## src/rtl/pipeline_ctrl.sv

```systemverilog
`default_nettype none
// ============================================================================
// Module      : pipeline_ctrl
// Description : Stall merge, exception/ERET flush sequencing, stall watchdog
//               and stall performance counter for the 5-stage core.
// Revision    : 1.0 - initial release
// ============================================================================
module pipeline_ctrl #(
    parameter logic [31:0] EXC_VECTOR   = 32'h0000_0020,
    parameter logic [31:0] ERET_CODE    = 32'h0000_000e,
    parameter int          DRAIN_CYCLES = 3,
    parameter int          TIMEOUT      = 1024,
    parameter int          CNT_W        = 32
) (
    input  logic             clk,
    input  logic             rst,
    input  logic             stallreq_if,
    input  logic             stallreq_id,
    input  logic             stallreq_ex,
    input  logic             stallreq_mem,
    input  logic [31:0]      excepttype_i,
    input  logic [31:0]      cp0_epc_i,
    output logic [5:0]       stall,
    output logic             flush,
    output logic [31:0]      new_pc,
    output logic             stall_timeout,
    output logic [CNT_W-1:0] stall_cycles
);

    localparam int DRN_W = (DRAIN_CYCLES > 1) ? $clog2(DRAIN_CYCLES) : 1;
    localparam int WD_W  = (TIMEOUT > 1) ? $clog2(TIMEOUT) : 1;

    localparam logic [DRN_W-1:0] c_drain_load = DRN_W'(DRAIN_CYCLES - 1);
    localparam logic [WD_W-1:0]  c_wd_max     = WD_W'(TIMEOUT - 1);
    localparam logic [CNT_W-1:0] c_cnt_max    = {CNT_W{1'b1}};

    typedef enum logic [1:0] {
        RUN   = 2'd0,
        FLUSH = 2'd1,
        DRAIN = 2'd2
    } state_t;

    state_t             r_state;
    state_t             w_state_nxt;
    logic [DRN_W-1:0]   r_drain;
    logic [DRN_W-1:0]   w_drain_nxt;
    logic [WD_W-1:0]    r_wd;
    logic               r_timeout;
    logic [CNT_W-1:0]   r_cycles;
    logic [5:0]         w_prio_stall;
    logic               w_stalled;

    // First matching request wins; WB is never held.
    always_comb begin
        w_prio_stall = 6'b000000;
        if (stallreq_mem)
            w_prio_stall = 6'b011111;
        else if (stallreq_ex)
            w_prio_stall = 6'b001111;
        else if (stallreq_id)
            w_prio_stall = 6'b000111;
        else if (stallreq_if)
            w_prio_stall = 6'b000011;
    end

    always_comb begin
        stall       = 6'b000000;
        flush       = 1'b0;
        new_pc      = 32'h0000_0000;
        w_state_nxt = r_state;
        w_drain_nxt = r_drain;
        if (!rst) begin
            case (r_state)
                RUN: begin
                    if (excepttype_i != 32'h0000_0000) begin
                        flush       = 1'b1;
                        new_pc      = (excepttype_i == ERET_CODE) ? cp0_epc_i : EXC_VECTOR;
                        w_state_nxt = FLUSH;
                    end else begin
                        stall = w_prio_stall;
                    end
                end
                FLUSH: begin
                    w_drain_nxt = c_drain_load;
                    w_state_nxt = DRAIN;
                end
                DRAIN: begin
                    // Refill only progresses on cycles where the PC advances.
                    stall = w_prio_stall;
                    if (!w_prio_stall[0]) begin
                        if (r_drain == '0)
                            w_state_nxt = RUN;
                        else
                            w_drain_nxt = r_drain - DRN_W'(1);
                    end
                end
                default: w_state_nxt = RUN;
            endcase
        end
    end

    assign w_stalled = (stall != 6'b000000) && !flush;

    always_ff @(posedge clk) begin
        if (rst) begin
            r_state   <= RUN;
            r_drain   <= '0;
            r_wd      <= '0;
            r_timeout <= 1'b0;
            r_cycles  <= '0;
        end else begin
            r_state <= w_state_nxt;
            r_drain <= w_drain_nxt;
            if (w_stalled) begin
                if (r_wd == c_wd_max)
                    r_timeout <= 1'b1;
                else
                    r_wd <= r_wd + WD_W'(1);
            end else begin
                r_wd <= '0;
            end
            if ((stall != 6'b000000) && (r_cycles != c_cnt_max))
                r_cycles <= r_cycles + CNT_W'(1);
        end
    end

    assign stall_timeout = r_timeout;
    assign stall_cycles  = r_cycles;

endmodule
`default_nettype wire
```

## config.mk

```make
export PLATFORM = sky130hd
export DESIGN_NAME = pipeline_ctrl
export DESIGN_NICKNAME = d
export VERILOG_FILES = /design/src/rtl/pipeline_ctrl.sv
export SDC_FILE = /design/constraint.sdc
export NUM_CORES = 1
export LEC_CHECK = 0
export BUFFER_PORTS_ARGS = -buffer_cell sky130_fd_sc_hd__buf_2
export CAP_MARGIN = 25
export CORE_ASPECT_RATIO = 1.5
export CORE_MARGIN = 2
export CORE_UTILIZATION = 45
export CTS_BUF_LIST = sky130_fd_sc_hd__clkbuf_4 sky130_fd_sc_hd__clkbuf_8 sky130_fd_sc_hd__clkbuf_16
export CTS_CLUSTER_DIAMETER = 200
export CTS_CLUSTER_SIZE = 25
export DETAILED_ROUTE_END_ITERATION = 10
export GPL_ROUTABILITY_DRIVEN = 0
export HOLD_SLACK_MARGIN = 0.05
export MAX_ROUTING_LAYER = met4
export PLACE_DENSITY = 0.91
export SETUP_SLACK_MARGIN = 0.2
export SYNTH_ARGS = -nofsm -noshare
export SYNTH_HDL_FRONTEND = slang
export SYNTH_SLANG_ARGS = --single-unit
```

## constraint.sdc

```tcl
create_clock -name clk -period 5.5 [get_ports clk]
set_clock_uncertainty 0.2 [all_clocks]
set_input_delay 1.1 -clock clk [delete_from_list [all_inputs] [get_ports clk]]
set_output_delay 1.1 -clock clk [all_outputs]
set_load 0.02 [all_outputs]
```

[Yosys cells after proc, flatten, opt, wreduce, memory -nomap -nowiden]
Index checks and enable logic that the tools add are counted.
Word-level totals
  bits in registers: 47
  input bits: 70
  output and inout bits: 72
Operators by class
  $add $sub $neg: 3
  eq/ne operators: 9
  mux-type cells: 21
  bitwise gates (word level): 1
  reduce and logical (&&, ||, !) cells: 12
Operators with widths (number)
  32-bit 2-to-1 mux: 4
  32-bit by 1-bit adder with 32-bit output (second input constant): 1
  32-bit by 4-bit == test with 1-bit output (second input constant): 1
  32-bit != test (second input constant): 1
  32-bit nonzero test: 1
  2-bit 2-to-1 mux: 6
  6-bit 2-to-1 mux: 2
  6-bit case mux with 2 select lines: 1
  10-bit by 1-bit adder with 10-bit output (second input constant): 1
  10-bit == test (second input constant): 1
  2-bit != test (second input constant): 4
  2-bit case mux with 3 select lines: 1
  3-bit AND reduction: 2
  6-bit nonzero test: 1
  5-bit 2-to-1 mux: 1
  2-bit logical NOT: 2
  4-bit 2-to-1 mux: 1
  2-bit case mux with 2 select lines: 1
  1-bit 2-to-1 mux: 3
  3-bit 2-to-1 mux: 1
  2-bit by 1-bit == test with 1-bit output (second input constant): 1
  2-bit == test (second input constant): 1
  1-bit logical AND: 2
  2-bit AND reduction: 1
  other kinds (5): 5

[Logic depth before layout (Yosys ltp)]
  depth in word-level cells: 11
  gate-level depth with buffers: 9
  mapped depth without buffers: 7

[Worst setup path after synthesis]
OpenSTA, ideal clock, no wires.
  path type: input-to-output
  start: in excepttype_i[0]
  end: out stall[1]
  arrival: 2.785 ns
  data required time: 4.200 ns
  setup slack: 1.415 ns
  cell stages on the path: 8
  path buffers: 3
  cells stage by stage: nor4_1 -> nand4_1 -> nor3_4 -> o21ai_2 -> clkbuf_1 -> buf_1 -> inv_1 -> buf_4
On the way
  longest elaborated chain between the ends: 4
Ends and longest elaborated chain
  start, declared: line 21  | input logic [31:0] excepttype_i,
  32-bit nonzero test: line 75  | if (excepttype_i != 32'h0000_0000) begin
  6-bit 2-to-1 mux: line 75
  6-bit case mux with 2 select lines: line 73  | case (r_state)
  6-bit 2-to-1 mux: line 72  | if (!rst) begin
  end, declared: line 23  | output logic [5:0] stall,
No other way between the ends.

[Final worst setup path]
  start: in rst
  end: out new_pc[3]
On the way
  longest elaborated chain between the ends: 1
Ends and longest elaborated chain
  start, declared: line 16  | input logic rst,
  32-bit 2-to-1 mux: line 72
  end, declared: line 25  | output logic [31:0] new_pc,
No other way between the ends.

==> results.txt <==
Dividing the detail-routed wire length by the instance count gives 15.0 um. The routed design could run at a clock period as short as 4070 ps. The share of synthesized registers carrying an async set or reset came out at 0. Cell with the biggest individual delay on the critical path: buf_2. Summed over all instances, the cell type with the most area after synthesis is dfxtp_1.

The remaining antenna violation count was 0. The number of unique standard cell types used by synthesis is 50, and the total buffers and inverters traversed by the critical path is 3. Pin placement for this block handled 142 I/O pins. The initial antenna violation count was 0; the count of endpoints failing hold in the final timing report was 0.

The clock edge transition at the registers on the reported setup and hold paths was 80 ps; the area of the mapped netlist was 0.00268 sq mm. After technology mapping, the gate count stands at 335. The run gives 541 as the number of nets in the finished design. The total inserted antenna cells is 0. The source of the worst hold timing path is stall_timeout.

TritonCTS built the clock tree. The post-synthesis sequential area ratio is 0.351, and the worst endpoint required time is 4200 ps. The die covers 0.00660 sq mm. The detailed router finished its first iteration with 131 violations. The tools report the effective utilization at floorplan as 0.463.

For the setup total negative slack, the log shows 0 ps. The synthesized design contains 0 enable-type register cells. The placeable core region is 0.00579 sq mm, and the number of fillers in the final layout is 541. Summing over every cut layer, the via total after detailed routing is 3056. The classification of the worst setup path is in2out. Counting instances in the post-synthesis netlist gives the leading cell types as dfxtp_1 (47), and2_1 (32), nor2_1 (30), a21oi_1 (29), nand2_1 (21). The number of max-slew violations in the final report is 0, and the final HPWL from detailed placement is 6400 um. The area growth from synthesis to layout is 31.3%. The critical path's largest stage delay came out at 340 ps. The worst setup path is captured at a primary output. The run gives 2898 as the number of global-route vias before repair. The data arrival time of the critical path is 2770 ps.

The kind of cell with the highest combined delay along the critical path is simple AND/OR/NAND/NOR gates. The static power due to leakage is 1.58 nW, and the cts-stage hold buffer count is 0. The maximum achievable frequency was 0.246 GHz.

The instance area after placement came out at 0.00340 sq mm. After routing the design area is 0.00352 sq mm. The run finished with clean final reports.

In this run, synthesis produced a sequential element count of 47. Horizontal die dimension: 67.0 um. The logs give 5 for the number of CTS-inserted buffers and 300 ps for the source-to-sink clock delay at the later pin of the worst-skew pair. The share of cells above drive strength 1 is 0.354, and the number of resized instances in the post-cts repair step is 0. The area of the multi-input gates is 0.00162 sq mm, and the number of buffers inserted to repair setup after CTS is 0. Kind of start point of the critical path: an input port.

The worst hold path belongs to the class reg2reg. The tool flagged a number of max-cap violations equal to 0. Worst-case vdd ir drop: 0.0845 mV. The vertical die dimension was 98.5 um; the total routing resource utilization after global routing was 0.256.

The most numerous cell type found on the critical path is buf_2. Input and output buffers added on the ports amount to 140. The routed design has 8140 um of wire. For this run, design rule violations remaining after detail routing come to 0.

CTS saw 47 sinks. Setup violations remaining at the end of the flow were counted as 0. During synthesis, Yosys emitted a total of 0 warnings. The most instantiated library cell after synthesis is dfxtp_1.

Area share of the largest cell type after synthesis: 0.351. Sorting the synthesized cells by area gives the leading types as dfxtp_1 (35%), and2_1 (7.5%), a21oi_1 (5.4%). The clock passes through at most 2 buffers.

The startpoint identified for the worst register-to-register timing path is stall_cycles[17]. For the row count, the log shows 34. The post-synthesis average cell area works out to 8.00 sq um.

Dividing total power by cell area gives a power density of 187 mW/mm^2. The worst-path maximum fanout works out to 42. The tightest slew margin relative to the limit is 0.405. After detailed routing, the number of vias per cell comes to 5.65.

Synthesis produced a netlist with a net count of 408. The root buffer cell chosen for the clock tree is clkbuf_8. The worst-margin pin slew is 885 ps. The first global-routing pass estimated 12700 um of wire. The run gives 269 ps as the worst hold-check slack. Setup repair after global routing left no endpoint under its margin. The largest net degree at the start of global routing is 43, and the depth of the CTS H-tree is 2.

The first TritonRoute pass finished after 4 iterations. The critical path goes through buf_2 -> nor2_1 -> nand2_1 -> nor4_2 -> buf_4 -> and2_1 -> buf_2. Top flip-flop cell by instance count after synthesis: dfxtp_1.

The final clock period utilization by the worst path came out at 0.741. For this run the aggregate overflow at the end of global routing stands at 0. Summing all flip-flop and latch instances after layout gives 941 sq um. The launch point of the worst path is rst.
-- report_power, final --
group | switching, mW | internal (mW)
clock | 0.114 | 0.120
sequential | 0.00694 | 0.344
combinational | 0.0408 | 0.0320
-- kinds of logic (layout without fill, tap and decap cells) --
group	Yosys count	after routing	synth area share
simple gates	174	174	0.373
compound gates	67	67	0.152
flops	47	47	0.351
buf+inv	26	160	0.0467
mux	9	9	0.0359
xor+xnor	8	8	0.0261
fa+ha+maj	3	3	0.0140
other cells	1	1	0.00140
-- through the flow --
| step | util | std cells | setup slack, ps | power [mW] |
|---|---|---|---|---|
| finish | 0.608 | 541 | 1430 | 0.657 |
| CTS | 0.606 | 540 | 1430 | 0.661 |
| detailed placement | 0.588 | 532 | 1430 | 0.429 |
| global placement | 0.588 | 532 | 1500 | 0.427 |
| global route | 0.608 | 541 | 1200 | 0.682 |
| floorplan | - | 335 | 1410 | 0.394 |
-- per-layer routing --
metal  vias up  wire length (um)  GRT usage
li1       1477                 -          -
met1      1408              2680      0.232
met2       144              4520      0.478
met3        27               556     0.0445
met4         0               391      0.143
met5         -                 0          -
-- state kept, by name (all words and copies together), names as in the netlist --
name           flops
r_state            2
r_drain            2
stall_timeout      1
r_wd              10
stall_cycles      32
-- path summary, 6_finish.rpt --
kind | slack (ps) | cells past startpoint | endpoint
max | 1430 | 7 | new_pc[3]
min | 270 | 1 | stall_timeout
max reg2reg | 2720 | 6 | stall_cycles[26]
min reg2reg | 270 | 1 | stall_timeout
-- layout make-up --
class / count / share of cell area
Multi-Input combinational cell: 262 / 0.460
Sequential cell: 47 / 0.267
Timing Repair Buffer: 143 / 0.208
Clock buffer: 8 / 0.0295
Tap cell: 72 / 0.0256
Inverter: 9 / 0.00960
-- cell usage in the layout (no fill, tap or decap), drive strengths merged, types with 12 or more instances in the layout --
cell / netlist / layout
a21oi: 29 / 29
nor4: 13 / 13
nand4: 12 / 12
and2: 33 / 33
nand2: 21 / 21
buf: 8 / 143
o21ai: 17 / 17
or3: 18 / 18
nor2: 30 / 30
dfxtp: 47 / 47
Note: power is estimated with default switching activity, not from simulation.
